**config.mk**
```make
export PLATFORM = sky130hd
export DESIGN_NAME = rr_arbiter_weighted_slices
export DESIGN_NICKNAME = d
export VERILOG_FILES = /design/src/rtl/rra_pkg.sv /design/src/rtl/rr_priority_picker.sv /design/src/rtl/rr_arbiter_weighted_slices.sv
export SDC_FILE = /design/constraint.sdc
export NUM_CORES = 1
export LEC_CHECK = 0
export ABC_AREA = 1
export CAP_MARGIN = 40
export CORE_UTILIZATION = 50
export CTS_CLUSTER_SIZE = 40
export DETAILED_ROUTE_END_ITERATION = 6
export GPL_TIMING_DRIVEN = 1
export PLACE_DENSITY = 0.86
export REMOVE_ABC_BUFFERS = 1
export SYNTH_ARGS = -nofsm -noshare
export SYNTH_HDL_FRONTEND = slang
export SYNTH_SLANG_ARGS = --single-unit
```
**constraint.sdc**
```tcl
create_clock -name clk -period 3.2 [get_ports clk]
set_input_delay 0.64 -clock clk [delete_from_list [all_inputs] [get_ports clk]]
set_output_delay 0.64 -clock clk [all_outputs]
set_load 0.005 [all_outputs]
```
**src/rtl/rra_pkg.sv**
```systemverilog
// Shared types and helpers for the weighted-slice round-robin arbiter.
// The GUARD state is only reachable when RRA_GUARD_CYCLE_EN is defined.
package rra_pkg;

  typedef enum logic [1:0] {
    IDLE  = 2'd0,
    GRANT = 2'd1,
    GUARD = 2'd2
  } state_e;

  localparam int N_REQ_DEF   = 4;
  localparam int SLICE_W_DEF = 4;
  localparam int SLICE_W_MAX = 16;

  // A programmed length of zero still gives the owner one cycle of tenure.
  function automatic logic [SLICE_W_MAX-1:0] slice_eff(input logic [SLICE_W_MAX-1:0] len);
    return (len == '0) ? SLICE_W_MAX'(1) : len;
  endfunction

endpackage

```
**src/rtl/rr_priority_picker.sv**
```systemverilog
// Combinational rotate-scan: first set request bit at or after ptr, wrapping modulo N_REQ.
module rr_priority_picker #(
  parameter int N_REQ = 4,
  parameter int ID_W  = $clog2(N_REQ)
) (
  input  logic [N_REQ-1:0] req_i,
  input  logic [ID_W-1:0]  ptr_i,
  output logic             found_o,
  output logic [ID_W-1:0]  idx_o
);

  logic [ID_W:0]   sum;
  logic [ID_W-1:0] cand;

  // Scan from the farthest offset back to ptr so the nearest hit wins.
  always_comb begin
    found_o = 1'b0;
    idx_o   = '0;
    sum     = '0;
    cand    = '0;
    for (int i = N_REQ - 1; i >= 0; i--) begin
      sum = {1'b0, ptr_i} + (ID_W + 1)'(i);
      if (sum >= (ID_W + 1)'(N_REQ)) begin
        sum = sum - (ID_W + 1)'(N_REQ);
      end
      cand = sum[ID_W-1:0];
      if (req_i[cand]) begin
        found_o = 1'b1;
        idx_o   = cand;
      end
    end
  end

endmodule

```
**src/rtl/rr_arbiter_weighted_slices.sv**
```systemverilog
// Round-robin arbiter with per-requester weighted time slices and early release.
// Define RRA_GUARD_CYCLE_EN to insert a one-cycle gnt=0 turnaround on owner hand-off.
module rr_arbiter_weighted_slices
  import rra_pkg::*;
#(
  parameter int N_REQ   = N_REQ_DEF,
  parameter int SLICE_W = SLICE_W_DEF,
  parameter int ID_W    = $clog2(N_REQ)
) (
  input  logic                     clk,
  input  logic                     rst_n,
  input  logic [N_REQ-1:0]         req,
  input  logic [N_REQ*SLICE_W-1:0] slice_cfg,
  output logic [N_REQ-1:0]         gnt,
  output logic [ID_W-1:0]          gnt_id,
  output logic                     gnt_valid,
  output logic                     slice_last
);

  state_e              state_q, state_d;
  logic [ID_W-1:0]     owner_q, owner_d;
  logic [ID_W-1:0]     ptr_q, ptr_d;
  logic [SLICE_W-1:0]  cnt_q, cnt_d;

  logic                pickFound;
  logic [ID_W-1:0]     pickIdx;
  logic [ID_W-1:0]     loadIdx;
  logic [ID_W-1:0]     nextPtr;
  logic [SLICE_W-1:0]  cntLoad;
  logic [SLICE_W_MAX-1:0] effLen;
  logic [SLICE_W-1:0]  sliceArr [N_REQ];
  logic                release_c;

  for (genvar g = 0; g < N_REQ; g++) begin : g_slice
    assign sliceArr[g] = slice_cfg[g*SLICE_W +: SLICE_W];
  end

  rr_priority_picker #(
    .N_REQ (N_REQ),
    .ID_W  (ID_W)
  ) u_picker (
    .req_i   (req),
    .ptr_i   (ptr_q),
    .found_o (pickFound),
    .idx_o   (pickIdx)
  );

  // Leaving GUARD loads the owner chosen on entry; otherwise the fresh pick is loaded.
  always_comb begin
    loadIdx = (state_q == GUARD) ? owner_q : pickIdx;
    effLen  = slice_eff(SLICE_W_MAX'(sliceArr[loadIdx]));
    cntLoad = SLICE_W'(effLen - SLICE_W_MAX'(1));
    nextPtr = (pickIdx == ID_W'(N_REQ - 1)) ? '0 : pickIdx + ID_W'(1);
    release_c = !req[owner_q] || (cnt_q == '0);
  end

  always_ff @(posedge clk or negedge rst_n) begin
    if (!rst_n) begin
      state_q <= IDLE;
      owner_q <= '0;
      ptr_q   <= '0;
      cnt_q   <= '0;
    end else begin
      state_q <= state_d;
      owner_q <= owner_d;
      ptr_q   <= ptr_d;
      cnt_q   <= cnt_d;
    end
  end

  always_comb begin
    state_d = state_q;
    owner_d = owner_q;
    ptr_d   = ptr_q;
    cnt_d   = cnt_q;
    case (state_q)
      IDLE: begin
        if (pickFound) begin
          state_d = GRANT;
          owner_d = pickIdx;
          ptr_d   = nextPtr;
          cnt_d   = cntLoad;
        end
      end
      GRANT: begin
        // Drop and expiry in the same cycle fold into one release and one pointer update.
        if (release_c) begin
          if (pickFound) begin
`ifdef RRA_GUARD_CYCLE_EN
            if (pickIdx != owner_q) begin
              state_d = GUARD;
              owner_d = pickIdx;
              ptr_d   = nextPtr;
            end else begin
              owner_d = pickIdx;
              ptr_d   = nextPtr;
              cnt_d   = cntLoad;
            end
`else
            owner_d = pickIdx;
            ptr_d   = nextPtr;
            cnt_d   = cntLoad;
`endif
          end else begin
            state_d = IDLE;
          end
        end else begin
          cnt_d = cnt_q - SLICE_W'(1);
        end
      end
`ifdef RRA_GUARD_CYCLE_EN
      GUARD: begin
        state_d = GRANT;
        cnt_d   = cntLoad;
      end
`endif
      default: begin
        state_d = IDLE;
      end
    endcase
  end

  always_comb begin
    gnt        = '0;
    gnt_id     = '0;
    slice_last = 1'b0;
    if (state_q == GRANT) begin
      gnt[owner_q] = 1'b1;
      gnt_id       = owner_q;
      slice_last   = (cnt_q == '0);
    end
    gnt_valid = |gnt;
  end

endmodule
```
==> results.py, run 1 <==
metrics = {
    "synth": {
        "yosys.area.top_type_share_pct": 22.5,
        "synthDistinctLibCells": 28,
        "yosysSeqAreaShare_pct": 22.5,
        "yosysWarningCount": 0,
        "synthTopCellsByArea": "dfrtp_1, nand2_1, nand3_1",
        "synth_area_mm2": 0.00100,
        "synth_top_area_cell": "dfrtp_1",
        "synth_cells": 155,
        "avgSynthCellArea_um2": 6.47,
        "synth-seq-cells": 9,
    },
    "clock_tree": {
        "root_buffer": "clkbuf_4",
        "tritoncts": "yes",
        "cts_buffers": 3,
        "clk_latency_ps": 260,
        "cts-resized-gates": 0,
        "cts_hold_buf": 0,
        "cts_htree_levels": 1,
        "cts_sinks": 9,
        "clk_path_buf_depth": 2,
        "post_cts_buffers": 0,
        "clk_pin_slew_worst_paths_ps": 60,
    },
    "timing": {
        "slew_viol_final": 0,
        "period_minus_slack_ps": 2790,
        "max-slew-margin-rel_pct": 73.5,
        "final-setup-viol-count": 0,
        "tightest_slew_ps": 397,
        "clock_skew_ps": 3.93,
        "grt_setup_unrepaired": "no",
        "min_period_over_period_pct": 87.1,
        "hold_viol": 0,
        "fmax_mhz": 359,
        "setup_tns_ps": 0,
    },
    "power_and_ir_drop": {
        "sw_frac_of_total_pct": 54.8,
        "p_leak_nw": 0.679,
        "p_comb_share_pct": 80.9,
        "p_per_area_mw_per_mm2": 1350,
        "vdd_drop_max_mv": 0.793,
        "p_clk_share_pct": 4.8,
        "seq_power_share_pct": 14.3,
        "internal_power_mw": 0.811,
        "switchingPower_mw": 0.984,
    },
    "setup_path": {
        "path_max_fanout": 10,
        "crit_type": "in -> reg",
        "crit_path_end_kind": "flop",
        "cp-start-kind": "primary input",
        "worstPathArrival_ps": 2950,
        "critPathTopFamily": "simple AND/OR/NAND/NOR gates",
        "crit_chain": "clkdlybuf4s50_1 -> inv_1 -> o21ai_0 -> or2_4 -> nand2_2 -> nand2_4 -> nand2_8 -> nand2_2 -> nand3_2 -> nand2_2 -> nand3_2 -> nand2_2 -> inv_1 -> ha_1 -> a221oi_1",
        "path_common_cell": "nand2_2",
        "cp.required_ps": 3360,
        "cpPeakStageDelay_ps": 500,
        "crit_buf_inv": 3,
        "crit_slowest_cell": "clkdlybuf4s50_1",
    },
    "drt": {
        "post_drt_via_cell_ratio": 5.13,
        "drc": 0,
        "drt_iter0_drc": 20,
        "vias": 1078,
        "wl_um": 2190,
        "wl_per_cell_um": 10.4,
        "firstDrtPassIters": 5,
        "postRouteAntennaNets": 0,
    },
    "placed_design": {
        "dpl.hpwl_um": 1890,
        "gp_congestion": 0.816,
        "portBuffers": 29,
        "dp.cells": 206,
    },
    "final_layout": {
        "drive_above_1_share_pct": 17.3,
        "fin_cells": 210,
        "syn_to_final_growth_pct": 32.8,
        "final_nets": 211,
        "final_cell_mix": "nand2_1, clkdlybuf4s50_1, nand3_1",
        "antennaDiodeCount": 0,
        "final_common_cell": "nand2_1",
    },
    "floorplan": {
        "num_rows": 15,
        "initial_core_util_pct": 55.6,
        "coreArea_mm2": 0.00180,
        "die_h_um": 46.8,
        "die_w_um": 46.8,
        "dieArea_mm2": 0.00219,
        "io_pins": 30,
    },
    "global_route": {
        "track_usage_pct": 23.5,
        "grt_start_max_net_pins": 11,
        "grt_pass1_wl_um": 3710,
        "grt_overflow": 0,
        "grt_pass1_vias": 942,
        "antenna_found_initial": 0,
    },
    "outcome": {
        "status": "finished, final reports clean",
    },
    "job": {
        "maxCapViolations": 0,
    },
    "worst_hold_path": {
        "hold_class": "reg -> reg",
    },
}
worst min-delay path, stage by stage (launching register included):
cell and delay, ps:
dfrtp_1 380, nor2_1 120, a221oi_1 60
state kept, by name, indices dropped and copies added, names as in the netlist:
name     flops
ptr_q        2
cnt_q        4
state_q      1
owner_q      2
cell usage after synthesis:
| master | n |
|---|---|
| nand2_8 | 1 |
| buf_6 | 1 |
| a221oi_1 | 1 |
| nand3_4 | 1 |
| nor2_2 | 1 |
| o21ai_0 | 5 |
| inv_8 | 1 |
| or2_4 | 1 |
| xor2_1 | 2 |
| o311ai_0 | 1 |
| a22oi_1 | 1 |
| dfrtp_1 | 9 |
| nand3_1 | 24 |
| a21oi_1 | 2 |
| inv_1 | 20 |
| clkbuf_1 | 2 |
| nand2_2 | 13 |
| ha_1 | 3 |
| nor3_1 | 1 |
| nor2_1 | 11 |
| o21a_1 | 1 |
| nand2_1 | 41 |
| and2_4 | 1 |
| inv_2 | 3 |
| o21ai_1 | 1 |
| nand2_4 | 2 |
| a21oi_2 | 2 |
| nand3_2 | 3 |
power groups by stage:
stage                     combinational (mW)  sequential [mW]  clock [mW]
after detailed placement                1.45            0.260           0
after global routing                    1.62            0.272      0.0943
after global placement                  1.39            0.255           0
after floorplan                         1.11            0.245           0
final                                   1.45            0.257      0.0858
after CTS                               1.45            0.258      0.0887
metal layers:
metal	track usage, %	vias up	share of wire (%)
met2	41.9	46	51
met1	28.7	474	43
met5	0	-	0
met3	4.62	4	5.3
met4	6.86	0	0.96
li1	-	554	-
stage by stage:
stage               worst slack, ps  cell area, um2  util [%]  hold slack (ps)  power [mW]
floorplan                       818             983         -              344        1.35
global placement                242            1310      72.4              573        1.65
detailed placement              146            1310      72.4              577        1.71
CTS                             414            1330      73.9              593        1.80
global route                    214            1330      73.9              649        1.99
finish                          414            1330      73.9              601        1.80
final timing paths:
check | slack (ps) | from | endpoint | cells after the start
hold reg to reg | 600 | cnt_q[1] | cnt_q[1] | 2
setup / recovery | 410 | req[2] | cnt_q[1] | 15
hold / removal | 600 | cnt_q[1] | cnt_q[1] | 2
min in group asynchronous | 660 | rst_n | cnt_q[3] | 1
setup reg to reg | 660 | ptr_q[0] | cnt_q[1] | 17
max in group asynchronous | 2260 | rst_n | owner_q[0] | 1
cell type report:
| cell class | count | area, um2 |
|---|---|---|
| multi-input combinational | 119 | 661 |
| timing repair buffer | 29 | 290 |
| tap | 25 | 31.3 |
| clock buffer | 4 | 26.3 |
| inverter | 24 | 97.6 |
| sequential | 9 | 225 |
| fill | 158 | 470 |
cell families (layout without fill, tap and decap cells):
kind of cell | count (synthesis) | count (layout) | synth area share [%]
flops | 9 | 9 | 22.5
simple gates | 100 | 100 | 51.4
xor+xnor | 2 | 2 | 1.75
fa+ha+maj | 3 | 3 | 3.75
compound gates | 14 | 14 | 8.99
buf+inv | 27 | 57 | 11.6
No activity file was read; power rests on OpenSTA's default activity.
==> run 2, diff against run 1 <==
==> constraint.sdc (replaced) <==
create_clock -name clk -period 3.2 [get_ports clk]
set_input_delay 0.96 -clock clk [delete_from_list [all_inputs] [get_ports clk]]
set_output_delay 0.96 -clock clk [all_outputs]
set_load 0.005 [all_outputs]
==> run 2 against run 1 <==
- count of clock-buffer cells in the layout unchanged
- final cell count increased by 5.7%
- register-to-register slack improved by 50 ps
- first-iteration DRC count increased by 25%
- via count increased by 9.1%
- global-route usage increased by 2.1 points
- non-clock buffer count increased by 11
- clock skew decreased by 3.1 ps
==> results.py, run 2 (synthesis results as in run 1) <==
metrics = {
    "timing": {
        "hold_viol": 0,
        "min_period_over_period_pct": 93.8,
        "fmax_mhz": 333,
        "max-slew-margin-rel_pct": 72.1,
        "tightest_slew_ps": 418,
        "grt_setup_unrepaired": "no",
        "clock_skew_ps": 0.852,
        "setup_tns_ps": 0,
        "fin_ws_ps": 198,
        "hold_ws_ps": 611,
        "final-setup-viol-count": 0,
        "period_minus_slack_ps": 3000,
        "slew_viol_final": 0,
    },
    "drt": {
        "firstDrtPassIters": 4,
        "post_drt_via_cell_ratio": 5.30,
        "postRouteAntennaNets": 0,
        "wl_per_cell_um": 12.1,
        "drt_iter0_drc": 25,
        "drc": 0,
        "wl_um": 2690,
        "vias": 1176,
    },
    "floorplan": {
        "initial_core_util_pct": 55.6,
        "coreArea_mm2": 0.00180,
        "io_pins": 30,
        "dieArea_mm2": 0.00219,
        "die_w_um": 46.8,
        "die_h_um": 46.8,
        "num_rows": 15,
    },
    "setup_path": {
        "rrSetupSlack_ps": 710,
        "crit_cells": 18,
        "worstPathArrival_ps": 3170,
        "cp-start-kind": "primary input",
        "crit_slowest_cell": "clkdlybuf4s50_1",
        "reg2regPathDepth": 15,
        "crit_path_end_kind": "flop",
        "cp.required_ps": 3370,
        "crit_chain": "clkdlybuf4s50_1 -> inv_1 -> nand2_1 -> nand3_2 -> nand2_1 -> inv_1 -> nand2_2 -> nand2_2 -> nand2_4 -> nand2_8 -> nand2_2 -> nand3_1 -> nand2_1 -> nand3_2 -> nand2_2 -> inv_1 -> ha_1 -> a221oi_2",
        "path_common_cell": "nand2_2",
        "crit_type": "in -> reg",
        "cpPeakStageDelay_ps": 510,
        "path_max_fanout": 9,
        "rr_startpoint": "ptr_q[0]",
        "worst_r2r_endpoint": "cnt_q[1]",
        "crit_buf_inv": 4,
        "critPathTopFamily": "simple AND/OR/NAND/NOR gates",
    },
    "global_route": {
        "grt_pass1_wl_um": 4040,
        "grt_overflow": 0,
        "track_usage_pct": 25.6,
        "antenna_found_initial": 0,
        "grt_start_max_net_pins": 10,
        "grt_pass1_vias": 1085,
    },
    "worst_hold_path": {
        "hold_end": "owner_q[0]",
        "hold_class": "reg -> reg",
        "whs_path_depth": 1,
        "min_from": "owner_q[0]",
    },
    "clock_tree": {
        "cts_hold_buf": 0,
        "clk_pin_slew_worst_paths_ps": 60,
        "cts_htree_levels": 1,
        "clk_path_buf_depth": 2,
        "root_buffer": "clkbuf_4",
        "cts_sinks": 9,
        "cts_buffers": 3,
        "clk_latency_ps": 260,
        "tritoncts": "yes",
    },
    "final_layout": {
        "final_common_cell": "nand2_1",
        "largest_register_ffs": 4,
        "final_nets": 223,
        "final_cell_mix": "nand2_1, clkdlybuf4s50_1, nand3_1",
        "regMostFlops": "cnt_q",
        "drive_above_1_share_pct": 25.4,
        "largestRegisters": "cnt_q (4), owner_q (2), ptr_q (2)",
        "antennaDiodeCount": 0,
        "syn_to_final_growth_pct": 43.7,
        "fin_cells": 222,
    },
    "placed_design": {
        "dp.cells": 217,
        "dpl.hpwl_um": 2050,
        "portBuffers": 29,
        "place_ws_ps": -162,
        "gp_congestion": 0.875,
    },
    "outcome": {
        "status": "finished, final reports clean",
    },
    "job": {
        "maxCapViolations": 0,
    },
}
[run 2: worst max-delay path by stage]
| stage | startpoint | end | slack (ps) |
|---|---|---|---|
| 3_5_place_dp | req[3] | cnt_q[1] | -160 |
| 2_1_floorplan | req[0] | cnt_q[1] | 500 |
| 4_1_cts | req[3] | cnt_q[1] | 70 |
| 3_3_place_gp | req[3] | cnt_q[1] | -50 |
| 6_report | req[3] | cnt_q[1] | 200 |
| 5_1_grt | req[1] | cnt_q[1] | 40 |
[run 2: worst register-to-register path: cells and delay by family (launching register included)]
| kind | cells | cell delay [ps] |
|---|---|---|
| buffers and inverters | 2 | 130 |
| AOI/OAI and AO/OA | 2 | 440 |
| adders and majority gates | 1 | 290 |
| DFF | 1 | 590 |
| and+or+nand+nor | 10 | 960 |
[run 2: cell type report]
class / instances / area [um2]
timing repair buffer: 40 / 373
clock buffer: 4 / 26.3
fill: 145 / 362
multi-input combinational: 120 / 687
inverter: 24 / 97.6
tap: 25 / 31.3
sequential: 9 / 225
[run 2: per-layer routing]
metal | GRT usage (%) | vias up | wire (um)
met5 | 0 | - | 0
met4 | 10.9 | 0 | 85
met2 | 52.2 | 57 | 1390
met3 | 1.54 | 10 | 103
met1 | 26.4 | 530 | 1110
li1 | - | 579 | -
[run 2: metrics by stage]
step                      instance area (um2)  utilization (%)
after floorplan                           983                -
after global placement                   1390             77.0
after detailed placement                 1390             77.0
after CTS                                1410             78.5
after global routing                     1440             79.9
final                                    1440             79.9
[run 2: what timing repair did]
item                       CTS  global route
resized for setup            0             7
setup endpoints to repair    0             2
buffers inserted             0             0
Power of run 2 is left out: the tool's default activity adds up to more than one toggle a clock period on the data nets, which glitch-free logic cannot reach.
==> run 3, diff against run 2 <==
Settings changed: ABC_AREA 1 to unset, CORE_UTILIZATION 50 to 48, CTS_BUF_LIST set to sky130_fd_sc_hd__clkbuf_4, CTS_CLUSTER_DIAMETER set to 120, PLACE_DENSITY 0.86 to 0.88.
==> run 3 against run 2 <==
- clock skew rose by 3.9 ps
- register-to-register slack gained 320 ps
- area after synthesis shrank 22%
- final cell count is 37% lower
- die area is 18% lower
- design area is 19% lower
- setup slack gained 98 ps
- utilization decreased by 3.5 points
- via count fell by 35%
==> results.py, run 3 <==
metrics = {
    "placed_design": {
        "place_ws_ps": 50.3,
        "dpl.hpwl_um": 1500,
        "dp.cells": 135,
        "portBuffers": 29,
        "gp_congestion": 0.770,
    },
    "final_layout": {
        "fin_cells": 139,
        "regMostFlops": "cnt_q",
        "largest_register_ffs": 4,
        "largestRegisters": "cnt_q (4), owner_q (2), ptr_q (2)",
        "final_nets": 149,
        "antennaDiodeCount": 0,
        "syn_to_final_growth_pct": 48.2,
        "drive_above_1_share_pct": 18.7,
        "final_common_cell": "clkdlybuf4s50_1",
        "nFillCells": 129,
        "final_cell_mix": "clkdlybuf4s50_1, mux2i_1, dfrtp_1, buf_4, a21oi_1",
    },
    "setup_path": {
        "worstPathArrival_ps": 3100,
        "crit_chain": "clkdlybuf4s50_1 -> mux2i_1 -> a211oi_2 -> buf_4 -> mux2i_1 -> mux2_4 -> nand2_1 -> o21a_1 -> ha_1 -> xor2_1 -> a21oi_1",
        "crit_end": "cnt_q[2]",
        "rr_startpoint": "ptr_q[1]",
        "crit_path_end_kind": "flop",
        "critical_path.startpoint": "req[1]",
        "crit_slowest_cell": "clkdlybuf4s50_1",
        "path_max_fanout": 11,
        "rrSetupSlack_ps": 1030,
        "worst_r2r_endpoint": "cnt_q[2]",
        "reg2regPathDepth": 10,
        "cp-start-kind": "primary input",
        "path_common_cell": "mux2i_1",
        "crit_type": "in -> reg",
        "cp.required_ps": 3390,
        "cpPeakStageDelay_ps": 510,
    },
    "floorplan": {
        "initial_core_util_pct": 51.6,
        "die_w_um": 42.5,
        "die_h_um": 42.5,
        "num_rows": 14,
        "coreArea_mm2": 0.00152,
        "dieArea_mm2": 0.00180,
        "io_pins": 30,
    },
    "power_and_ir_drop": {
        "vdd_drop_max_mv": 0.376,
        "p_clk_share_pct": 10.2,
        "p_leak_nw": 0.522,
        "sw_frac_of_total_pct": 38.8,
        "finalPower_mw": 0.943,
        "p_per_area_mw_per_mm2": 810,
        "switchingPower_mw": 0.366,
        "seq_power_share_pct": 24.5,
        "internal_power_mw": 0.578,
        "p_comb_share_pct": 65.3,
    },
    "global_route": {
        "track_usage_pct": 22.8,
        "grt_start_max_net_pins": 12,
        "antenna_found_initial": 0,
        "grt_pass1_vias": 755,
        "grt_pass1_wl_um": 3050,
        "grt_overflow": 0,
    },
    "clock_tree": {
        "cts_htree_levels": 1,
        "clk_path_buf_depth": 2,
        "cts-resized-gates": 0,
        "post_cts_buffers": 0,
        "clk_pin_slew_worst_paths_ps": 60,
        "clk_latency_ps": 260,
        "cts_buffers": 3,
        "cts_hold_buf": 0,
        "tritoncts": "yes",
        "root_buffer": "clkbuf_4",
        "cts_sinks": 9,
    },
    "drt": {
        "drt_iter0_drc": 4,
        "wl_um": 1790,
        "wl_per_cell_um": 12.8,
        "vias": 762,
        "drc": 0,
        "postRouteAntennaNets": 0,
        "post_drt_via_cell_ratio": 5.48,
        "firstDrtPassIters": 4,
    },
    "timing": {
        "clock_skew_ps": 4.74,
        "hold_ws_ps": 606,
        "hold_viol": 0,
        "fin_ws_ps": 296,
        "max-slew-margin-rel_pct": 73.9,
        "setup_tns_ps": 0,
        "grt_setup_unrepaired": "no",
        "final-setup-viol-count": 0,
        "period_minus_slack_ps": 2900,
        "min_period_over_period_pct": 90.8,
        "fmax_mhz": 344,
        "tightest_slew_ps": 391,
        "slew_viol_final": 0,
    },
    "synth": {
        "synthTopCellsByArea": "dfrtp_1, mux2i_1, a21oi_1",
        "yosysWarningCount": 0,
        "synth-edff-count": 0,
        "yosysSeqAreaShare_pct": 28.7,
        "synth-seq-cells": 9,
        "yosys-top-cells-count": "mux2i_1, dfrtp_1, a21oi_1, nor2_1",
        "synth_area_um2": 786,
        "synth_top_area_cell": "dfrtp_1",
        "yosys.area.top_type_share_pct": 28.7,
        "synthArstFlopShare_pct": 100,
        "avgSynthCellArea_um2": 9.35,
        "yosysMostFrequentCell": "mux2i_1",
        "dominantRegCellSynth": "dfrtp_1",
        "synthDistinctLibCells": 34,
        "synth_cells": 84,
    },
    "job": {
        "maxCapViolations": 0,
    },
    "outcome": {
        "status": "finished, final reports clean",
    },
    "worst_hold_path": {
        "hold_class": "reg -> reg",
    },
}
-- run 3: how the worst min path moves through the flow --
| stage | from | end | slack, ps | depth (start not counted) |
|---|---|---|---|---|
| 2_1_floorplan | cnt_q[3] | cnt_q[3] | 510 | 2 |
| 3_3_place_gp | cnt_q[3] | cnt_q[3] | 550 | 2 |
| 3_5_place_dp | cnt_q[3] | cnt_q[3] | 570 | 2 |
| 4_1_cts | ptr_q[0] | ptr_q[0] | 600 | 2 |
| 5_1_grt | cnt_q[3] | cnt_q[3] | 620 | 2 |
| 6_report | ptr_q[0] | ptr_q[0] | 610 | 2 |
-- run 3: logic make-up after synthesis --
logic type / after synthesis / share of synthesized area (%)
AOI/OAI and AO/OA: 17 / 13.4
xor gates and xnor gates: 2 / 2.23
adders and majority gates: 3 / 4.78
buffers and inverters: 8 / 6.05
DFF: 9 / 28.7
muxes: 16 / 23.7
and+or+nand+nor: 29 / 21.2
-- run 3: cell type report --
type                       count  area (um2)  share of cell area, %
clock buffer                   4        30.0                   2.58
inverter                       5        18.8                   1.61
multi-input combinational     67         513                   44.0
sequential                     9         225                   19.3
tap                           16        20.0                   1.72
timing repair buffer          38         358                   30.7
-- run 3: worst max-delay path, delay by kind of cell --
family / cells / cell delay [ps]
buffers and inverters: 2 / 740
AO/OA/AOI/OAI: 3 / 500
multiplexers: 3 / 490
adder cells (fa/ha/maj): 1 / 190
XOR/XNOR: 1 / 170
AND/OR/NAND/NOR: 1 / 50
-- run 3: through the flow --
step	utilization [%]	cell area, um2
floorplan	-	757
global placement	74.5	1130
detailed placement	74.5	1130
CTS	76.4	1160
global route	76.4	1160
finish	76.4	1160
-- run 3: layer usage --
metal	track usage (%)	wire length [um]	up-vias	part of all wire, %
met1	23.1	702	340	39
met4	11.3	44	0	2.5
met2	44.3	967	33	54
met3	3.02	72	6	4.0
met5	0	0	-	0
li1	-	-	383	-
-- run 3: power groups by stage --
stage / Sequential (mW) / Combinational, mW / Clock (mW)
2_1_floorplan: 0.217 / 0.388 / 0
3_3_place_gp: 0.226 / 0.584 / 0
3_5_place_dp: 0.231 / 0.613 / 0
4_1_cts: 0.229 / 0.620 / 0.0980
5_1_grt: 0.240 / 0.679 / 0.101
6_report: 0.231 / 0.616 / 0.0966
